`src/rtl/dmem_arbiter.sv`:
```
// rtl/dmem_arbiter.sv - arbitrates core load/store and debug/loader access to the single-port data memory
module dmem_arbiter #(
  parameter int P_DATA_WIDTH   = 32,
  parameter int P_ADDR_WIDTH   = 8,
  parameter int P_STARVE_LIMIT = 4
) (
  input  logic                                  i_clk,
  input  logic                                  i_rst,
  input  logic                                  i_core_req,
  input  logic                                  i_core_we,
  input  logic [P_ADDR_WIDTH-1:0]               i_core_addr,
  input  logic [P_DATA_WIDTH-1:0]               i_core_wdata,
  output logic                                  o_core_gnt,
  output logic                                  o_core_rvalid,
  output logic [P_DATA_WIDTH-1:0]               o_core_rdata,
  input  logic                                  i_dbg_req,
  input  logic                                  i_dbg_we,
  input  logic [P_ADDR_WIDTH-1:0]               i_dbg_addr,
  input  logic [P_DATA_WIDTH-1:0]               i_dbg_wdata,
  input  logic                                  i_dbg_lock,
  output logic                                  o_dbg_gnt,
  output logic                                  o_dbg_rvalid,
  output logic [P_DATA_WIDTH-1:0]               o_dbg_rdata,
  output logic                                  o_mem_en,
  output logic                                  o_mem_we,
  output logic [P_ADDR_WIDTH-1:0]               o_mem_addr,
  output logic [P_DATA_WIDTH-1:0]               o_mem_wdata,
  input  logic [P_DATA_WIDTH-1:0]               i_mem_rdata,
  output logic [$clog2(P_STARVE_LIMIT+1)-1:0]   o_starve_cnt
);

  localparam int SW = $clog2(P_STARVE_LIMIT + 1);
  localparam logic [SW-1:0] LIMIT = SW'(P_STARVE_LIMIT);

  typedef enum logic [1:0] {
    OWN_NONE = 2'd0,
    OWN_CORE = 2'd1,
    OWN_DBG  = 2'd2
  } owner_t;

  owner_t        resp_owner;
  logic [SW-1:0] starve_cnt;
  logic          starved;
  logic          core_gnt;
  logic          dbg_gnt;

  assign starved = (starve_cnt == LIMIT);

  // Grants are suppressed while reset is held so the memory sees no access.
  always_comb begin
    core_gnt = 1'b0;
    dbg_gnt  = 1'b0;
    if (!i_rst) begin
      if (i_dbg_lock) begin
        dbg_gnt = i_dbg_req;
      end else if (starved && i_dbg_req) begin
        dbg_gnt = 1'b1;
      end else if (i_core_req) begin
        core_gnt = 1'b1;
      end else begin
        dbg_gnt = i_dbg_req;
      end
    end
  end

  always_comb begin
    o_mem_en    = 1'b0;
    o_mem_we    = 1'b0;
    o_mem_addr  = '0;
    o_mem_wdata = '0;
    if (core_gnt) begin
      o_mem_en    = 1'b1;
      o_mem_we    = i_core_we;
      o_mem_addr  = i_core_addr;
      o_mem_wdata = i_core_wdata;
    end else if (dbg_gnt) begin
      o_mem_en    = 1'b1;
      o_mem_we    = i_dbg_we;
      o_mem_addr  = i_dbg_addr;
      o_mem_wdata = i_dbg_wdata;
    end
  end

  always_ff @(posedge i_clk or posedge i_rst) begin
    if (i_rst) begin
      starve_cnt <= '0;
      resp_owner <= OWN_NONE;
    end else begin
      if (i_dbg_req && !dbg_gnt) begin
        if (!starved) begin
          starve_cnt <= starve_cnt + 1'b1;
        end
      end else begin
        starve_cnt <= '0;
      end

      // Only reads expect data back; writes leave the response slot empty.
      if (core_gnt && !i_core_we) begin
        resp_owner <= OWN_CORE;
      end else if (dbg_gnt && !i_dbg_we) begin
        resp_owner <= OWN_DBG;
      end else begin
        resp_owner <= OWN_NONE;
      end
    end
  end

  assign o_core_gnt    = core_gnt;
  assign o_dbg_gnt     = dbg_gnt;
  assign o_core_rvalid = (resp_owner == OWN_CORE);
  assign o_dbg_rvalid  = (resp_owner == OWN_DBG);
  assign o_core_rdata  = (resp_owner == OWN_CORE) ? i_mem_rdata : '0;
  assign o_dbg_rdata   = (resp_owner == OWN_DBG) ? i_mem_rdata : '0;
  assign o_starve_cnt  = starve_cnt;

endmodule
```
`config.mk`:
```
export PLATFORM = sky130hd
export DESIGN_NAME = dmem_arbiter
export DESIGN_NICKNAME = d
export VERILOG_FILES = /design/src/rtl/dmem_arbiter.sv
export SDC_FILE = /design/constraint.sdc
export NUM_CORES = 1
export LEC_CHECK = 0
export ABC_AREA = 1
export BUFFER_PORTS_ARGS = -buffer_cell sky130_fd_sc_hd__buf_2
export CELL_PAD_IN_SITES_DETAIL_PLACEMENT = 1
export CELL_PAD_IN_SITES_GLOBAL_PLACEMENT = 2
export CORE_MARGIN = 2
export CORE_UTILIZATION = 10
export CTS_CLUSTER_SIZE = 40
export DETAILED_ROUTE_END_ITERATION = 7
export PLACE_DENSITY_LB_ADDON = 0.3
export SETUP_SLACK_MARGIN = 0.1
export SLEW_MARGIN = 10
export SYNTH_ARGS = -nofsm -noshare
export SYNTH_HDL_FRONTEND = slang
export SYNTH_SLANG_ARGS = --single-unit
```
`constraint.sdc`:
```
create_clock -name i_clk -period 1.6 [get_ports i_clk]
set_clock_uncertainty 0.2 [all_clocks]
set_input_delay 0.16 -clock i_clk [delete_from_list [all_inputs] [get_ports i_clk]]
set_output_delay 0.16 -clock i_clk [all_outputs]
set_load 0.02 [all_outputs]
```
* Yosys cells after proc, flatten, opt, wreduce, memory -nomap -nowiden
Cells that the tools add are included.
** Word-level totals
- Register bits after elaboration :: 5
- Input port bits :: 119
- Output and inout bits :: 113
- Word-level logic and storage cells :: 36
** Cells by class
- Add/sub/neg operators :: 1
- Equal/unequal tests :: 4
- Multiplexer cells :: 22
- Reduce and logical (&&, ||, !) cells :: 7
** Operators with widths (count)
- 2-to-1 mux 32 bit :: 4
- 2-to-1 mux 8 bit :: 2
- 2-to-1 mux 1 bit :: 12
- 2-to-1 mux 3 bit :: 2
- logical AND 1 bit :: 4
- 2-to-1 mux 2 bit :: 2
- adder 3 x 1 -> 3 bit, second input constant :: 1
- equality test 3 bit, second input constant :: 1
- logical NOT 1 bit :: 3
- equality test 2 x 1 -> 1 bit, second input constant :: 1
- equality test 2 bit, second input constant :: 1
- inequality test 2 bit, second input constant :: 1

* Longest topological paths before layout
- Depth after elaboration :: 8
- Gate-level depth with buffers :: 9
- Gate-level depth less buffers :: 8

* Worst setup path after synthesis
OpenSTA, ideal clock, no wires.
- Kind :: register to output
- From :: register starve_cnt[0], in the netlist o_starve_cnt[0]
- To :: output o_mem_wdata[20]
- Data arrival time :: 1.431 ns
- Data required time :: 1.240 ns
- Setup slack :: -0.191 ns
- Stages on the path, launching flop included :: 9
- Buffers on the path :: 1
- Cell sequence :: dfrtp_1 > inv_1 > ha_1 > nand3_1 > nand2_2 > inv_2 > buf_6 > nand2_1 > nand2_1
** On the way
- Elaborated cells on any way between the ends :: 10
- Classes of those cells :: eq/ne (1); mux (8); reduce/logical (1)
** RTL lines
- from (decl) :: line 42 : logic [SW-1:0] starve_cnt;
- from (signal assigned) :: line 91 : starve_cnt <= starve_cnt + 1'b1;
- equality test 3 bit :: line 47 : assign starved = (starve_cnt == LIMIT);
- logical AND 1 bit :: line 56 : end else if (starved && i_dbg_req) begin
- 2-to-1 mux 1 bit :: line 56
- 2-to-1 mux 1 bit :: line 54 : if (i_dbg_lock) begin
- 2-to-1 mux 1 bit :: line 53 : if (!i_rst) begin
- net o_core_gnt :: line 13 : output logic o_core_gnt,
- 2-to-1 mux 32 bit :: line 71 : if (core_gnt) begin
- to (decl) :: line 27 : output logic [P_DATA_WIDTH-1:0] o_mem_wdata,
The timed path passes the listed nets, and every way through them passes these cells.

* Worst setup path in the final report
- From :: register starve_cnt[0], in the netlist o_starve_cnt[0]
- To :: output o_mem_wdata[26]
** On the way
- Word-level cells in the longest chain between the ends :: 7
- Elaborated cells on any way between the ends :: 10
- Classes of those cells :: eq/ne (1); mux (8); reduce/logical (1)
** Ends and longest elaborated chain
- equality test 3 bit (*) :: line 47
- logical AND 1 bit (*) :: line 56
- 2-to-1 mux 1 bit :: line 56
- 2-to-1 mux 1 bit :: line 54
- 2-to-1 mux 1 bit :: line 53
- 2-to-1 mux 32 bit :: line 76 : end else if (dbg_gnt) begin
- 2-to-1 mux 32 bit (*) :: line 71
Every way passes the cells marked *; elsewhere a longest branch is shown, timed or not.

==> results.cfg <==
[route]
viasPerCell = 3.832
drtPass1Iterations = 4
drc_errors = 0
routed_wl_um = 9981
wl_per_cell_um = 14.18
ant_nets = 0
vias = 2698
drt_iter0_markers = 41

[run_status]
violations = negative setup slack
status = finished, violations left

[floorplanning]
start_util = 0.1034
core_area_um2 = 12770
die_w_um = 118.9
io_pins = 232
die_h_um = 118.9
die_area_um2 = 14150
num_rows = 41

[timing]
hold_viol_final = 0
fin_crit_ps = 1920
slew_violations = 0
worst_slew_pin_slew_ps = 419.5
fin_ws_ps = -319.7
period_share = 1.200
relSlewSlack = 0.7193
rsz0062_at_grt = yes
setup_viol = 93
fmax_mhz = 520.9

[synth]
synth_ff_type = dfrtp_1
netlist_top_cells_area = nand2_1, nor2_1, inv_1
yosys-top-cells-count = nand2_1, nor2_1, inv_1, nand2_2, buf_6
synth-edff-count = 0
synth_area_leader_cell = nand2_1
synth_top_area_frac = 0.3182
synth_seq_cells = 5
syn_inst = 273
synth.cell_area_um2 = 1321
ys_seq_area_frac = 0.09470
synth.net_count = 394
synth_cell_types = 19
syn_area_per_cell_um2 = 4.840
async_reset_ff_frac = 1.000
synth.most_common_cell = nand2_1
yosys_warnings = 0

[setup_path]
crit_start = o_starve_cnt[0]
cp_cell_sequence = inv_2, ha_4, nand3_2, nand2_8, inv_12, nand2_1, nand2_4, buf_6
path_class = flip-flop to output port
slowest_stage = dfrtp_2
critical_path.max_fanout = 21
cp-end-kind = output port
required_ps = 1240
cp.arrival_ps = 1560
critical-path-max-stage-delay_ps = 390
r2r-start = o_starve_cnt[0]
startpoint_type = flip-flop

[clock_network]
clockBufferDepth = 2
clock_latency_ps = 220
cts_tree = done
cts_max_level = 1
cts_buffers = 3
clockRootBuffer = clkbuf_16
clock-sinks = 5
clk_pin_slew_ps = 30

[pwr]
ir_worst_vdd_v = 0.0002541
p_leak_nw = 2.510
power_density_nw_per_um2 = 343.7
power_mw = 1.645
sw_frac_of_total = 0.4080
power_switching_uw = 671.4
p_int_uw = 974.1
power_frac_seq = 0.088
combPwrFrac = 0.665
clock_power_share = 0.248

[global_route]
grt_pass1_vias = 3017
grt_usage = 0.1356
grt_max_degree = 22
grt_pass1_wl_um = 15530
grt_overflow_total = 0
antenna_found_initial = 0

[layout]
layout-drive-gt1-share = 0.8252
fill_cells = 1553
nNetsFinal = 654
antenna_cells = 0
final_core_util = 0.3748
fin_cells = 704
area.growth.synth_to_final_pct = 262.3

[place]
dp.final_hpwl_um = 6747
gp_congestion = 0.6995
io_buffers = 231
dp_cells = 682

[flow_run]
maxCapViolCount = 0

[worst_hold_path]
hold_path_startpoint = i_dbg_req
min_path_type = input port to flip-flop
-- cell usage in the layout (no fill, tap or decap), types with 2 or more instances in the layout --
cell / n
nand2_1: 44
buf_4: 26
nand2_8: 2
dfrtp_1: 3
nand2_4: 44
nor2_1: 4
nand4_1: 2
inv_12: 2
clkbuf_16: 3
dlygate4sd3_1: 3
nor2_4: 66
inv_2: 5
buf_8: 2
nand2_2: 44
buf_16: 6
buf_12: 10
buf_2: 124
buf_6: 97
dfrtp_2: 2
inv_1: 33
-- what timing repair did --
| action | in CTS | in global routing |
|---|---|---|
| hold endpoints to repair | 7 | 0 |
| hold buffers | 3 | 0 |
| setup buffers | 4 | 5 |
| endpoints found under the setup margin | 109 | 111 |
| pin swaps | 7 | 16 |
| resized for setup | 372 | 41 |
| gates cloned | 10 | 0 |
-- per-stage QoR --
| step | setup slack (ps) | hold WS [ps] | instance area, µm² | setup TNS (ps) |
|---|---|---|---|---|
| 2_1_floorplan | -58.19 | -253.2 | 1612 | -1998 |
| 3_3_place_gp | -290.4 | 34.10 | 3024 | -10300 |
| 3_5_place_dp | -356.0 | 36.59 | 3024 | -12720 |
| 4_1_cts | -329.2 | 121.6 | 4663 | -17130 |
| 5_1_grt | -398.5 | 144.8 | 4787 | -26440 |
| 6_report | -319.7 | 121.5 | 4787 | -18780 |
-- worst max-delay path, delay by kind of cell, from the launching register on --
kind,cells,cell delay (ps)
adder cells (fa/ha/maj),1,160
flip-flops,1,390
AND/OR/NAND/NOR,4,480
buffers and inverters,3,280
-- layout make-up --
class | instances | area (µm²) | area share
Clock buffer | 4 | 78.83 | 0.01647
Inverter | 42 | 190.2 | 0.03973
Multi-Input combinational cell | 212 | 1826 | 0.3813
Sequential cell | 5 | 127.6 | 0.02666
Tap cell | 172 | 215.2 | 0.04496
Timing Repair Buffer | 268 | 2333 | 0.4875
Timing Repair inverter | 1 | 16.27 | 0.003398
-- path summary, 6_finish.rpt --
path | to | slack, ps | cells past startpoint
max | o_mem_wdata[26] | -320 | 8
min reg2reg | o_starve_cnt[0] | 370 | 3
max in group asynchronous | o_starve_cnt[1] | 730 | 4
max reg2reg | o_starve_cnt[1] | 180 | 8
min in group asynchronous | o_starve_cnt[2] | 320 | 4
min | o_starve_cnt[2] | 120 | 4
-- logic make-up (layout without fill, tap and decap cells) --
logic type | after synthesis | after routing | synth area share
AO/OA/AOI/OAI | 1 | 1 | 0.003784
XOR/XNOR | 1 | 1 | 0.006630
adder cells (fa/ha/maj) | 2 | 2 | 0.01894
buffers and inverters | 56 | 315 | 0.2244
flip-flops | 5 | 5 | 0.09470
AND/OR/NAND/NOR | 208 | 208 | 0.6515
-- power by group through the flow --
stage	clock network [mW]	registers [mW]	logic (mW)
after floorplan	0	0.159	0.400
after global placement	0	0.145	0.731
after detailed placement	0	0.145	0.740
after CTS	0.412	0.144	1.06
after global routing	0.432	0.146	1.17
final	0.408	0.144	1.09
-- flip-flops by register name, summed over array words and instances (netlist names) --
| signal | count |
|---|---|
| o_starve_cnt | 3 |
| resp_owner | 2 |
-- layer usage --
layer,share of wire,wire [µm],vias to the layer above,GRT usage
met5,0,0,-,0
li1,-,-,1302,-
met2,0.56,5637,168,0.2773
met3,0.086,860,0,0.03352
met4,0,0,0,0.01563
met1,0.35,3483,1228,0.1404
Note: power is estimated with default switching activity, not from simulation.
